`src/rtl/iob_cache_read_channel_axi_pkg.sv`:
```
// iob_cache_read_channel_axi_pkg: FSM states and AXI constants shared by the read channel
package iob_cache_read_channel_axi_pkg;
   typedef enum logic [1:0] {IDLE, ADDR, DATA} state_t;
   localparam logic [1:0] AXI_BURST_INCR = 2'b01;
   localparam logic [1:0] AXI_RESP_OKAY  = 2'b00;
   localparam logic [3:0] AXI_ARCACHE    = 4'b0011;
   localparam logic [2:0] AXI_ARPROT     = 3'b010;
endpackage

```
`src/rtl/iob_cache_read_channel_axi_if.sv`:
```
// iob_cache_read_channel_axi_if: AXI4 AR/R channel bundle between the cache and memory
interface iob_cache_read_channel_axi_if #(
   parameter int BE_ADDR_W = 32,
   parameter int BE_DATA_W = 32,
   parameter int AXI_ID_W  = 1
) ();
   logic                 arvalid;
   logic                 arready;
   logic [BE_ADDR_W-1:0] araddr;
   logic [7:0]           arlen;
   logic [2:0]           arsize;
   logic [1:0]           arburst;
   logic                 arlock;
   logic [3:0]           arcache;
   logic [2:0]           arprot;
   logic [3:0]           arqos;
   logic [AXI_ID_W-1:0]  arid;
   logic                 rvalid;
   logic                 rready;
   logic [BE_DATA_W-1:0] rdata;
   logic [1:0]           rresp;
   logic                 rlast;
   modport master (
      output arvalid, araddr, arlen, arsize, arburst, arlock, arcache, arprot, arqos, arid, rready,
      input  arready, rvalid, rdata, rresp, rlast
   );
   modport slave (
      input  arvalid, araddr, arlen, arsize, arburst, arlock, arcache, arprot, arqos, arid, rready,
      output arready, rvalid, rdata, rresp, rlast
   );
endinterface

```
`src/rtl/iob_cache_read_channel_axi.sv`:
```
// iob_cache_read_channel_axi: fetches one cache line as a single AXI INCR burst, retrying on error
module iob_cache_read_channel_axi
   import iob_cache_read_channel_axi_pkg::*;
#(
   parameter int FE_ADDR_W  = 32,
   parameter int FE_DATA_W  = 32,
   parameter int BE_ADDR_W  = 32,
   parameter int BE_DATA_W  = 32,
   parameter int WORD_OFF_W = 3,
   parameter int AXI_ID_W   = 1,
   parameter int AXI_ID     = 0,
   localparam int BE_BYTE_W  = $clog2(BE_DATA_W/8),
   localparam int LINE2MEM_W = WORD_OFF_W - $clog2(BE_DATA_W/FE_DATA_W),
   localparam int RA_W       = (LINE2MEM_W > 0) ? LINE2MEM_W : 1,
   localparam int LA_W       = FE_ADDR_W - BE_BYTE_W - LINE2MEM_W
) (
   input  logic                 clk,
   input  logic                 reset,
   input  logic                 replace_valid,
   input  logic [LA_W-1:0]      replace_addr,
   output logic                 replace_ready,
   output logic                 read_valid,
   output logic [RA_W-1:0]      read_addr,
   output logic [BE_DATA_W-1:0] read_rdata,
   iob_cache_read_channel_axi_if.master axi
);
   state_t                state;
   logic [LA_W-1:0]       addr_q;
   logic [RA_W-1:0]       cnt;
   logic                  err;
   logic                  err_n;
   logic [RA_W-1:0]       cnt_n;
   logic [FE_ADDR_W-1:0]  line_addr;
   // single-beat lines keep the counter pinned at zero
   assign err_n      = err | (axi.rresp != AXI_RESP_OKAY);
   assign cnt_n      = (LINE2MEM_W == 0) ? '0 : cnt + RA_W'(1);
   assign line_addr  = {addr_q, {(LINE2MEM_W+BE_BYTE_W){1'b0}}};
   assign read_valid = axi.rvalid & (state == DATA);
   assign read_addr  = cnt;
   assign read_rdata = axi.rdata;
   assign axi.araddr  = BE_ADDR_W'(line_addr);
   assign axi.arlen   = 8'((2**LINE2MEM_W) - 1);
   assign axi.arsize  = 3'(BE_BYTE_W);
   assign axi.arburst = AXI_BURST_INCR;
   assign axi.arlock  = 1'b0;
   assign axi.arcache = AXI_ARCACHE;
   assign axi.arprot  = AXI_ARPROT;
   assign axi.arqos   = 4'd0;
   assign axi.arid    = AXI_ID_W'(AXI_ID);
   // fill FSM: request latch, address phase, data phase with retry on any non-OKAY beat
   always_ff @(posedge clk or posedge reset) begin
      if (reset) begin
         state         <= IDLE;
         replace_ready <= 1'b1;
         axi.arvalid   <= 1'b0;
         axi.rready    <= 1'b0;
         cnt           <= '0;
         err           <= 1'b0;
         addr_q        <= '0;
      end else begin
         unique case (state)
            IDLE: if (replace_valid) begin
               addr_q        <= replace_addr;
               cnt           <= '0;
               err           <= 1'b0;
               state         <= ADDR;
               replace_ready <= 1'b0;
               axi.arvalid   <= 1'b1;
            end
            ADDR: if (axi.arready) begin
               axi.arvalid <= 1'b0;
               axi.rready  <= 1'b1;
               state       <= DATA;
            end
            DATA: if (axi.rvalid) begin
               cnt <= cnt_n;
               err <= err_n;
               if (axi.rlast) begin
                  axi.rready <= 1'b0;
                  if (err_n) begin
                     state       <= ADDR;
                     axi.arvalid <= 1'b1;
                     cnt         <= '0;
                     err         <= 1'b0;
                  end else begin
                     state         <= IDLE;
                     replace_ready <= 1'b1;
                  end
               end
            end
            default: state <= IDLE;
         endcase
      end
   end
endmodule

```
`src/flat_wrapper.sv`:
```
// flat-port wrapper written by rule: the top's interface ports become plain ports
module iob_cache_read_channel_axi_flat import iob_cache_read_channel_axi_pkg::*;
#(
   parameter int FE_ADDR_W  = 32,
   parameter int FE_DATA_W  = 32,
   parameter int BE_ADDR_W  = 32,
   parameter int BE_DATA_W  = 32,
   parameter int WORD_OFF_W = 3,
   parameter int AXI_ID_W   = 1,
   parameter int AXI_ID     = 0,
   localparam int BE_BYTE_W  = $clog2(BE_DATA_W/8),
   localparam int LINE2MEM_W = WORD_OFF_W - $clog2(BE_DATA_W/FE_DATA_W),
   localparam int RA_W       = (LINE2MEM_W > 0) ? LINE2MEM_W : 1,
   localparam int LA_W       = FE_ADDR_W - BE_BYTE_W - LINE2MEM_W
)
  (clk, reset, replace_valid, replace_addr, replace_ready, read_valid, read_addr, read_rdata, axi_arvalid, axi_araddr, axi_arlen, axi_arsize, axi_arburst, axi_arlock, axi_arcache, axi_arprot, axi_arqos, axi_arid, axi_rready, axi_arready, axi_rvalid, axi_rdata, axi_rresp, axi_rlast);
  iob_cache_read_channel_axi_if #(.BE_ADDR_W(BE_ADDR_W), .BE_DATA_W(BE_DATA_W), .AXI_ID_W(AXI_ID_W)) axi_i ();
  input  logic clk;
  input  logic reset;
  input  logic replace_valid;
  input  logic [LA_W-1:0] replace_addr;
  output logic replace_ready;
  output logic read_valid;
  output logic [RA_W-1:0] read_addr;
  output logic [BE_DATA_W-1:0] read_rdata;
  output wire logic [$bits(axi_i.arvalid)-1:0] axi_arvalid;
  output wire logic [$bits(axi_i.araddr)-1:0] axi_araddr;
  output wire logic [$bits(axi_i.arlen)-1:0] axi_arlen;
  output wire logic [$bits(axi_i.arsize)-1:0] axi_arsize;
  output wire logic [$bits(axi_i.arburst)-1:0] axi_arburst;
  output wire logic [$bits(axi_i.arlock)-1:0] axi_arlock;
  output wire logic [$bits(axi_i.arcache)-1:0] axi_arcache;
  output wire logic [$bits(axi_i.arprot)-1:0] axi_arprot;
  output wire logic [$bits(axi_i.arqos)-1:0] axi_arqos;
  output wire logic [$bits(axi_i.arid)-1:0] axi_arid;
  output wire logic [$bits(axi_i.rready)-1:0] axi_rready;
  input wire logic [$bits(axi_i.arready)-1:0] axi_arready;
  input wire logic [$bits(axi_i.rvalid)-1:0] axi_rvalid;
  input wire logic [$bits(axi_i.rdata)-1:0] axi_rdata;
  input wire logic [$bits(axi_i.rresp)-1:0] axi_rresp;
  input wire logic [$bits(axi_i.rlast)-1:0] axi_rlast;
  assign axi_arvalid = axi_i.arvalid;
  assign axi_araddr = axi_i.araddr;
  assign axi_arlen = axi_i.arlen;
  assign axi_arsize = axi_i.arsize;
  assign axi_arburst = axi_i.arburst;
  assign axi_arlock = axi_i.arlock;
  assign axi_arcache = axi_i.arcache;
  assign axi_arprot = axi_i.arprot;
  assign axi_arqos = axi_i.arqos;
  assign axi_arid = axi_i.arid;
  assign axi_rready = axi_i.rready;
  assign axi_i.arready = axi_arready;
  assign axi_i.rvalid = axi_rvalid;
  assign axi_i.rdata = axi_rdata;
  assign axi_i.rresp = axi_rresp;
  assign axi_i.rlast = axi_rlast;
  iob_cache_read_channel_axi #(.FE_ADDR_W(FE_ADDR_W), .FE_DATA_W(FE_DATA_W), .BE_ADDR_W(BE_ADDR_W), .BE_DATA_W(BE_DATA_W), .WORD_OFF_W(WORD_OFF_W), .AXI_ID_W(AXI_ID_W), .AXI_ID(AXI_ID)) u_core (.clk(clk), .reset(reset), .replace_valid(replace_valid), .replace_addr(replace_addr), .replace_ready(replace_ready), .read_valid(read_valid), .read_addr(read_addr), .read_rdata(read_rdata), .axi(axi_i));
endmodule
```
`config.mk`:
```
export PLATFORM = sky130hd
export DESIGN_NAME = iob_cache_read_channel_axi_flat
export DESIGN_NICKNAME = d
export VERILOG_FILES = /design/src/rtl/iob_cache_read_channel_axi_pkg.sv /design/src/rtl/iob_cache_read_channel_axi_if.sv /design/src/rtl/iob_cache_read_channel_axi.sv /design/src/flat_wrapper.sv
export SDC_FILE = /design/constraint.sdc
export NUM_CORES = 1
export LEC_CHECK = 0
export BUFFER_PORTS_ARGS = -buffer_cell sky130_fd_sc_hd__buf_4
export CORE_MARGIN = 2
export CORE_UTILIZATION = 39
export DETAILED_ROUTE_END_ITERATION = 16
export HOLD_SLACK_MARGIN = 0.02
export PLACE_DENSITY_LB_ADDON = 0.2
export SLEW_MARGIN = 20
export SYNTH_ARGS = -nofsm -noshare
export SYNTH_HDL_FRONTEND = slang
export SYNTH_SLANG_ARGS = --single-unit
```
`constraint.sdc`:
```
create_clock -name clk -period 1.7 [get_ports clk]
set_input_delay 0.425 -clock clk [delete_from_list [all_inputs] [get_ports clk]]
set_output_delay 0.425 -clock clk [all_outputs]
set_load 0.02 [all_outputs]
```
==> flow_summary.ini, run 1 <==
[run_status]
outcome = complete, no violations

[power_and_ir_drop]
p_switching_mw = 1.54
irDropWorstVdd_v = 0.000739
clkPwrFrac = 0.150
seq_power_share = 0.378
combPwrFrac = 0.472
intPower_mw = 2.55
p_leak_nw = 1.11
p_per_area_nw_per_um2 = 1800
power.share.switching = 0.377

[sta]
slew_violations = 0
skew_ps = 5.11
period_share = 0.945
fin_setup_tns_ps = 0
max_freq_mhz = 623
hold_violations = 0
setup_viol_count_final = 0
grt_setup_unrepaired = no
final.min_clock_period_ps = 1610
postLayoutSetupSlackWorst_ps = 93.9

[worst_setup_path]
critPathRequiredTime_ps = 1270
criticalPathCategory = register to primary output
cp-start-kind = register
cp-end-kind = primary output
critPathMaxFanout = 10
cp.arrival_ps = 1180

[placed_design]
place_congestion = 0.787
place_ws_ps = 190
dp.cells = 267
dp_hpwl_um = 2860
io_buffers = 68

[finish]
syn2layout_area_growth_pct = 15.0
drive_gt1_frac = 0.512
fin_cells = 276
nNetsFinal = 276
antenna_cells = 0

[synth]
synth-compound-area-share = 0.0613
postSynthAreaPerCell_sq_um = 11.7
ys_warn_count = 0
synth_mux_area_frac = 0.154
synth_top_area_share = 0.442
syn_inst = 169
synthAdderAreaFrac = 0.00632
yosysUniqueCellTypes = 31
seq_area_frac_synth = 0.455
synth_top_family_by_area = buffers and inverters
ys_ff_latch = 36
synth_area_sq_um = 1980
synth.area.top_cells = dfrtp_1, buf_4, mux2_2
yosys.area_share.simple = 0.0480
synth.largest_area_cell = dfrtp_1
synth_xor_area_frac = 0

[floorplanning]
initial_utilization = 0.411
io_pins = 164
die_h_um = 75.3
core_sq_um = 4820
die_width_um = 75.3
rows = 25
die_area_sq_um = 5660

[clock_tree]
cts_root_buf = clkbuf_8
postCtsHoldBufs = 0
cts_tree = yes
clkSinkCount = 36
h-tree-depth = 2
cts_made_buffers = 5
clockBufferDepth = 2
clock_latency_ps = 280
clkTransAtPathRegs_ps = 70

[detailed_routing]
drt_iter0_markers = 18
wl_per_cell_um = 13.5
firstDrtPassIters = 4
viasPerCell = 4.49
drt-total-wl_um = 3730
vias = 1239
ant_nets = 0
drc = 0

[global_routing]
grt_pass1_wl_um = 5320
grt_util_all_layers = 0.128
antenna_found_initial = 0
grt_overflow = 0
grt_pass1_vias = 1177
grt_max_degree = 37

[hold_path]
min_path_type = input port to async pin

[flow_run]
drv_cap = 0
-- per-layer routing --
| metal | share of wire | track usage | vias up |
|---|---|---|---|
| met3 | 0.11 | 0.0576 | 18 |
| met1 | 0.37 | 0.139 | 586 |
| met5 | 0 | 0 | - |
| li1 | - | - | 548 |
| met2 | 0.48 | 0.199 | 87 |
| met4 | 0.040 | 0.0916 | 0 |
-- state kept, by name, summed over array words and instances, names as in the netlist --
signal and count:
u_core.addr_q 27, u_core.axi.arvalid 1, u_core.axi.rready 1, u_core.err 1, u_core.read_addr 3, u_core.replace_ready 1
u_core.state 2
-- repair_timing --
action / CTS / global route
gates resized for setup: 2 / 1
buffers inserted: 1 / 0
endpoints found under the setup margin: 1 / 1
hold endpoints to repair: 0 / 0
-- cell usage in the layout (no fill, tap or decap), drive strengths merged, types with 2 or more instances in the layout --
cell and n:
nor2 3, o21ai 4, dfrtp 35, nand2 4, buf 72, mux2 27, o2bb2ai 2, conb 31
a21oi 2, nor3b 3, inv 2, clkbuf 8
-- final timing paths --
| path | depth (start not counted) | end | slack, ps | start |
|---|---|---|---|---|
| worst max-delay path | 2 | read_valid | 90 | u_core.state[0] |
| worst min-delay path | 3 | u_core.addr_q[21] | 240 | reset |
| worst max register to register | 3 | u_core.addr_q[14] | 240 | u_core.state[1] |
| worst min register to register | 1 | u_core.addr_q[2] | 490 | u_core.addr_q[2] |
| max in group asynchronous | 3 | u_core.replace_ready | 1100 | reset |
| min in group clk | 2 | u_core.addr_q[1] | 350 | replace_addr[1] |
-- stage by stage --
stage                     power, mW  hold WS [ps]  cell area (sq um)   util
after detailed placement       3.50           481               2180  0.452
after floorplan                2.92           517               2090      -
after global routing           4.37           280               2280  0.473
after CTS                      4.15           256               2280  0.472
after global placement         3.43           469               2180  0.452
final                          4.09           244               2280  0.473
-- layout make-up --
type | instances | area [sq um]
Fill cell | 467 | 2540
Tap cell | 67 | 83.8
Multi-Input combinational cell | 91 | 651
Clock buffer | 8 | 90.1
Timing Repair Buffer | 72 | 541
Inverter | 2 | 7.51
Sequential cell | 36 | 905
-- critical path, stage by stage (launching register included) --
cell and delay (ps):
dfrtp_2 470, and3b_2 280, buf_4 140
-- power groups by stage --
stage | Clock [mW] | Sequential [mW] | Combinational [mW]
after floorplan | 0 | 1.93 | 0.992
after global placement | 0 | 1.53 | 1.90
after detailed placement | 0 | 1.56 | 1.95
after CTS | 0.647 | 1.55 | 1.96
after global routing | 0.688 | 1.61 | 2.06
final | 0.615 | 1.55 | 1.93
-- synth_stat cells, drive strengths merged --
| library cell | instances |
|---|---|
| o21bai | 1 |
| a32o | 1 |
| mux2 | 27 |
| nor3 | 1 |
| o311ai | 1 |
| nand2b | 1 |
| o22a | 1 |
| ha | 1 |
| a41oi | 1 |
| dfstp | 1 |
| o22ai | 1 |
| conb | 2 |
| buf | 69 |
| and3b | 1 |
| nand2 | 4 |
| nor2 | 3 |
| o31ai | 1 |
| o21a | 1 |
| a22o | 1 |
| and2 | 1 |
| a21oi | 2 |
| inv | 2 |
| o21ai | 4 |
| dfrtp | 35 |
| or3b | 1 |
| nor3b | 3 |
| o2bb2ai | 2 |
-- kinds of logic after synthesis --
logic type	after synthesis
DFF	36
AOI/OAI and AO/OA	17
adders and majority gates	1
buffers and inverters	71
muxes	27
and+or+nand+nor	15
other	2
Note: power is estimated with default switching activity, not from simulation.
==> inputs of run 2 (changes only) <==
ABC_AREA = 1   (was unset)
==> flow_summary.ini, run 2 <==
[floorplanning]
die_width_um = 75.5
io_pins = 164
die_h_um = 75.5
die_area_sq_um = 5700
core_sq_um = 5010
initial_utilization = 0.398
rows = 26

[synth]
synth_xor_area_frac = 0
synth_area_sq_um = 1990
synth_flop_cell = dfrtp_1
synth_edf_count = 0
yosysUniqueCellTypes = 17
synth-compound-area-share = 0.0264
synth.largest_area_cell = dfrtp_1
synthArstFlopShare = 1.00
synth_top_family_by_area = buffers and inverters
syn_inst = 243
yosysMostFrequentCell = nand2_1
synth.area.top_cells = dfrtp_1, buf_4, nand2_1
ys_ff_latch = 36
postSynthAreaPerCell_sq_um = 8.20
synthAdderAreaFrac = 0.00628
yosys.area_share.simple = 0.218
synth_top_area_share = 0.439
seq_area_frac_synth = 0.453
ys_warn_count = 0
synthTopCellsByCount = nand2_1, buf_4, dfrtp_1
synth_mux_area_frac = 0.00502

[worst_setup_path]
critPathRequiredTime_ps = 1270
crit-reg2reg-launch = u_core.state[1]
cp-end-kind = primary output
cp-start-kind = register
criticalPathCategory = register to primary output
regToRegSetupSlack_ps = 390
path_cells = inv_1, nand2_2, nor2_4, buf_4
reg2reg_to = u_core.addr_q[14]
cp.arrival_ps = 1190
cpPeakStageDelay_ps = 420
reg2reg_depth = 5
slowest_stage = dfrtp_1
critPathMaxFanout = 8

[clock_tree]
postCtsHoldBufs = 0
cts_tree = yes
cts_made_buffers = 5
clkSinkCount = 36
h-tree-depth = 2
clkTransAtPathRegs_ps = 60
cts_root_buf = clkbuf_8
ctsResizeCount = 0
clock_latency_ps = 280
cts_setup_buffers = 0
clockBufferDepth = 2

[global_routing]
grt_pass1_vias = 1127
grt_util_all_layers = 0.122
grt_max_degree = 29
grt_overflow = 0
antenna_found_initial = 0
grt_pass1_wl_um = 5090

[sta]
period_share = 0.949
skew_ps = 2.61
setup_viol_count_final = 0
fin_setup_tns_ps = 0
hold_violations = 0
slew_violations = 0
max_freq_mhz = 620
final.min_clock_period_ps = 1610

[placed_design]
dp_hpwl_um = 2680
io_buffers = 68
place_congestion = 0.778
place_area_sq_um = 2220

[finish]
nNetsFinal = 351
drive_gt1_frac = 0.304
final_common_cell = nand2_1
regMostFlops = u_core.addr_q
largest_reg_flops = 27
stdcell_area_sq_um = 2310
antenna_cells = 0
layout_common_cells = nand2_1, buf_4, dfrtp_1
syn2layout_area_growth_pct = 15.7

[detailed_routing]
drt_iter0_markers = 32
ant_nets = 0
viasPerCell = 4.00
drt-total-wl_um = 3570
wl_per_cell_um = 10.1
vias = 1413
drc = 0
firstDrtPassIters = 4

[power_and_ir_drop]
p_per_area_nw_per_um2 = 1710
irDropWorstVdd_v = 0.000695
p_leak_nw = 1.34

[hold_path]
min_path_type = input port to async pin

[run_status]
outcome = complete, no violations

[flow_run]
drv_cap = 0
## run 2: cell count changes after synthesis, moves of 2 or more
cell / previous run / this run
inv_1: 2 / 12
mux2_1: 4 / 0
mux2_2: 23 / 0
nand2_1: 4 / 101
nand2_2: 0 / 2
nand3_1: 0 / 3
nor2_1: 3 / 6
nor3b_1: 2 / 0
o21ai_2: 0 / 2
o2bb2ai_1: 2 / 0
## run 2: routing by layer
layer | up-vias | wire [um] | GRT usage
li1 | 716 | - | -
met1 | 613 | 1530 | 0.152
met2 | 74 | 1650 | 0.180
met3 | 10 | 310 | 0.0423
met4 | 0 | 82 | 0.0799
met5 | - | 0 | 0
## run 2: final cells by class
cell class / instances / area (sq um)
clock inverters: 1 / 5.00
inverters: 13 / 51.3
fillers: 548 / 2700
well taps: 70 / 87.6
clock buffers: 6 / 72.6
repair buffers: 72 / 553
flip-flops and latches: 36 / 902
multi-input cells: 155 / 634
## run 2: cells by family after synthesis
| group | after synthesis |
|---|---|
| AND/OR/NAND/NOR | 113 |
| adder cells (fa/ha/maj) | 1 |
| buffers and inverters | 81 |
| other | 2 |
| flip-flops | 36 |
| multiplexers | 1 |
| AO/OA/AOI/OAI | 9 |
## run 2: worst max-delay path: cells and delay by family (launching register included)
kind	cells	cell delay, ps
buffers and inverters	2	230
DFF	1	420
and+or+nand+nor	2	270
## run 2: how the worst max path moves through the flow
stage / cells after the start / startpoint / end
final: 4 / u_core.state[0] / read_valid
after global routing: 4 / u_core.state[0] / read_valid
after CTS: 4 / u_core.state[0] / read_valid
after detailed placement: 4 / u_core.state[0] / read_valid
after global placement: 4 / u_core.state[0] / read_valid
after floorplan: 3 / u_core.state[0] / read_valid
## run 2: report_power, final
part | leakage [nW] | internal (mW) | switching [mW]
combinational | 0.855 | 0.767 | 1.15
clock | 0.0410 | 0.278 | 0.269
sequential | 0.447 | 1.25 | 0.224
## run 2: stage by stage
stage / setup WS [ps] / power (mW) / util / hold WS, ps / instances
6_report: 87.2 / 3.94 / 0.460 / 121 / 353
5_1_grt: -9.62 / 4.28 / 0.460 / 137 / 353
4_1_cts: 22.7 / 4.02 / 0.459 / 122 / 353
3_5_place_dp: 334 / 3.44 / 0.443 / 429 / 346
3_3_place_gp: 354 / 3.42 / 0.443 / 428 / 346
2_1_floorplan: 354 / 2.83 / - / 504 / 272
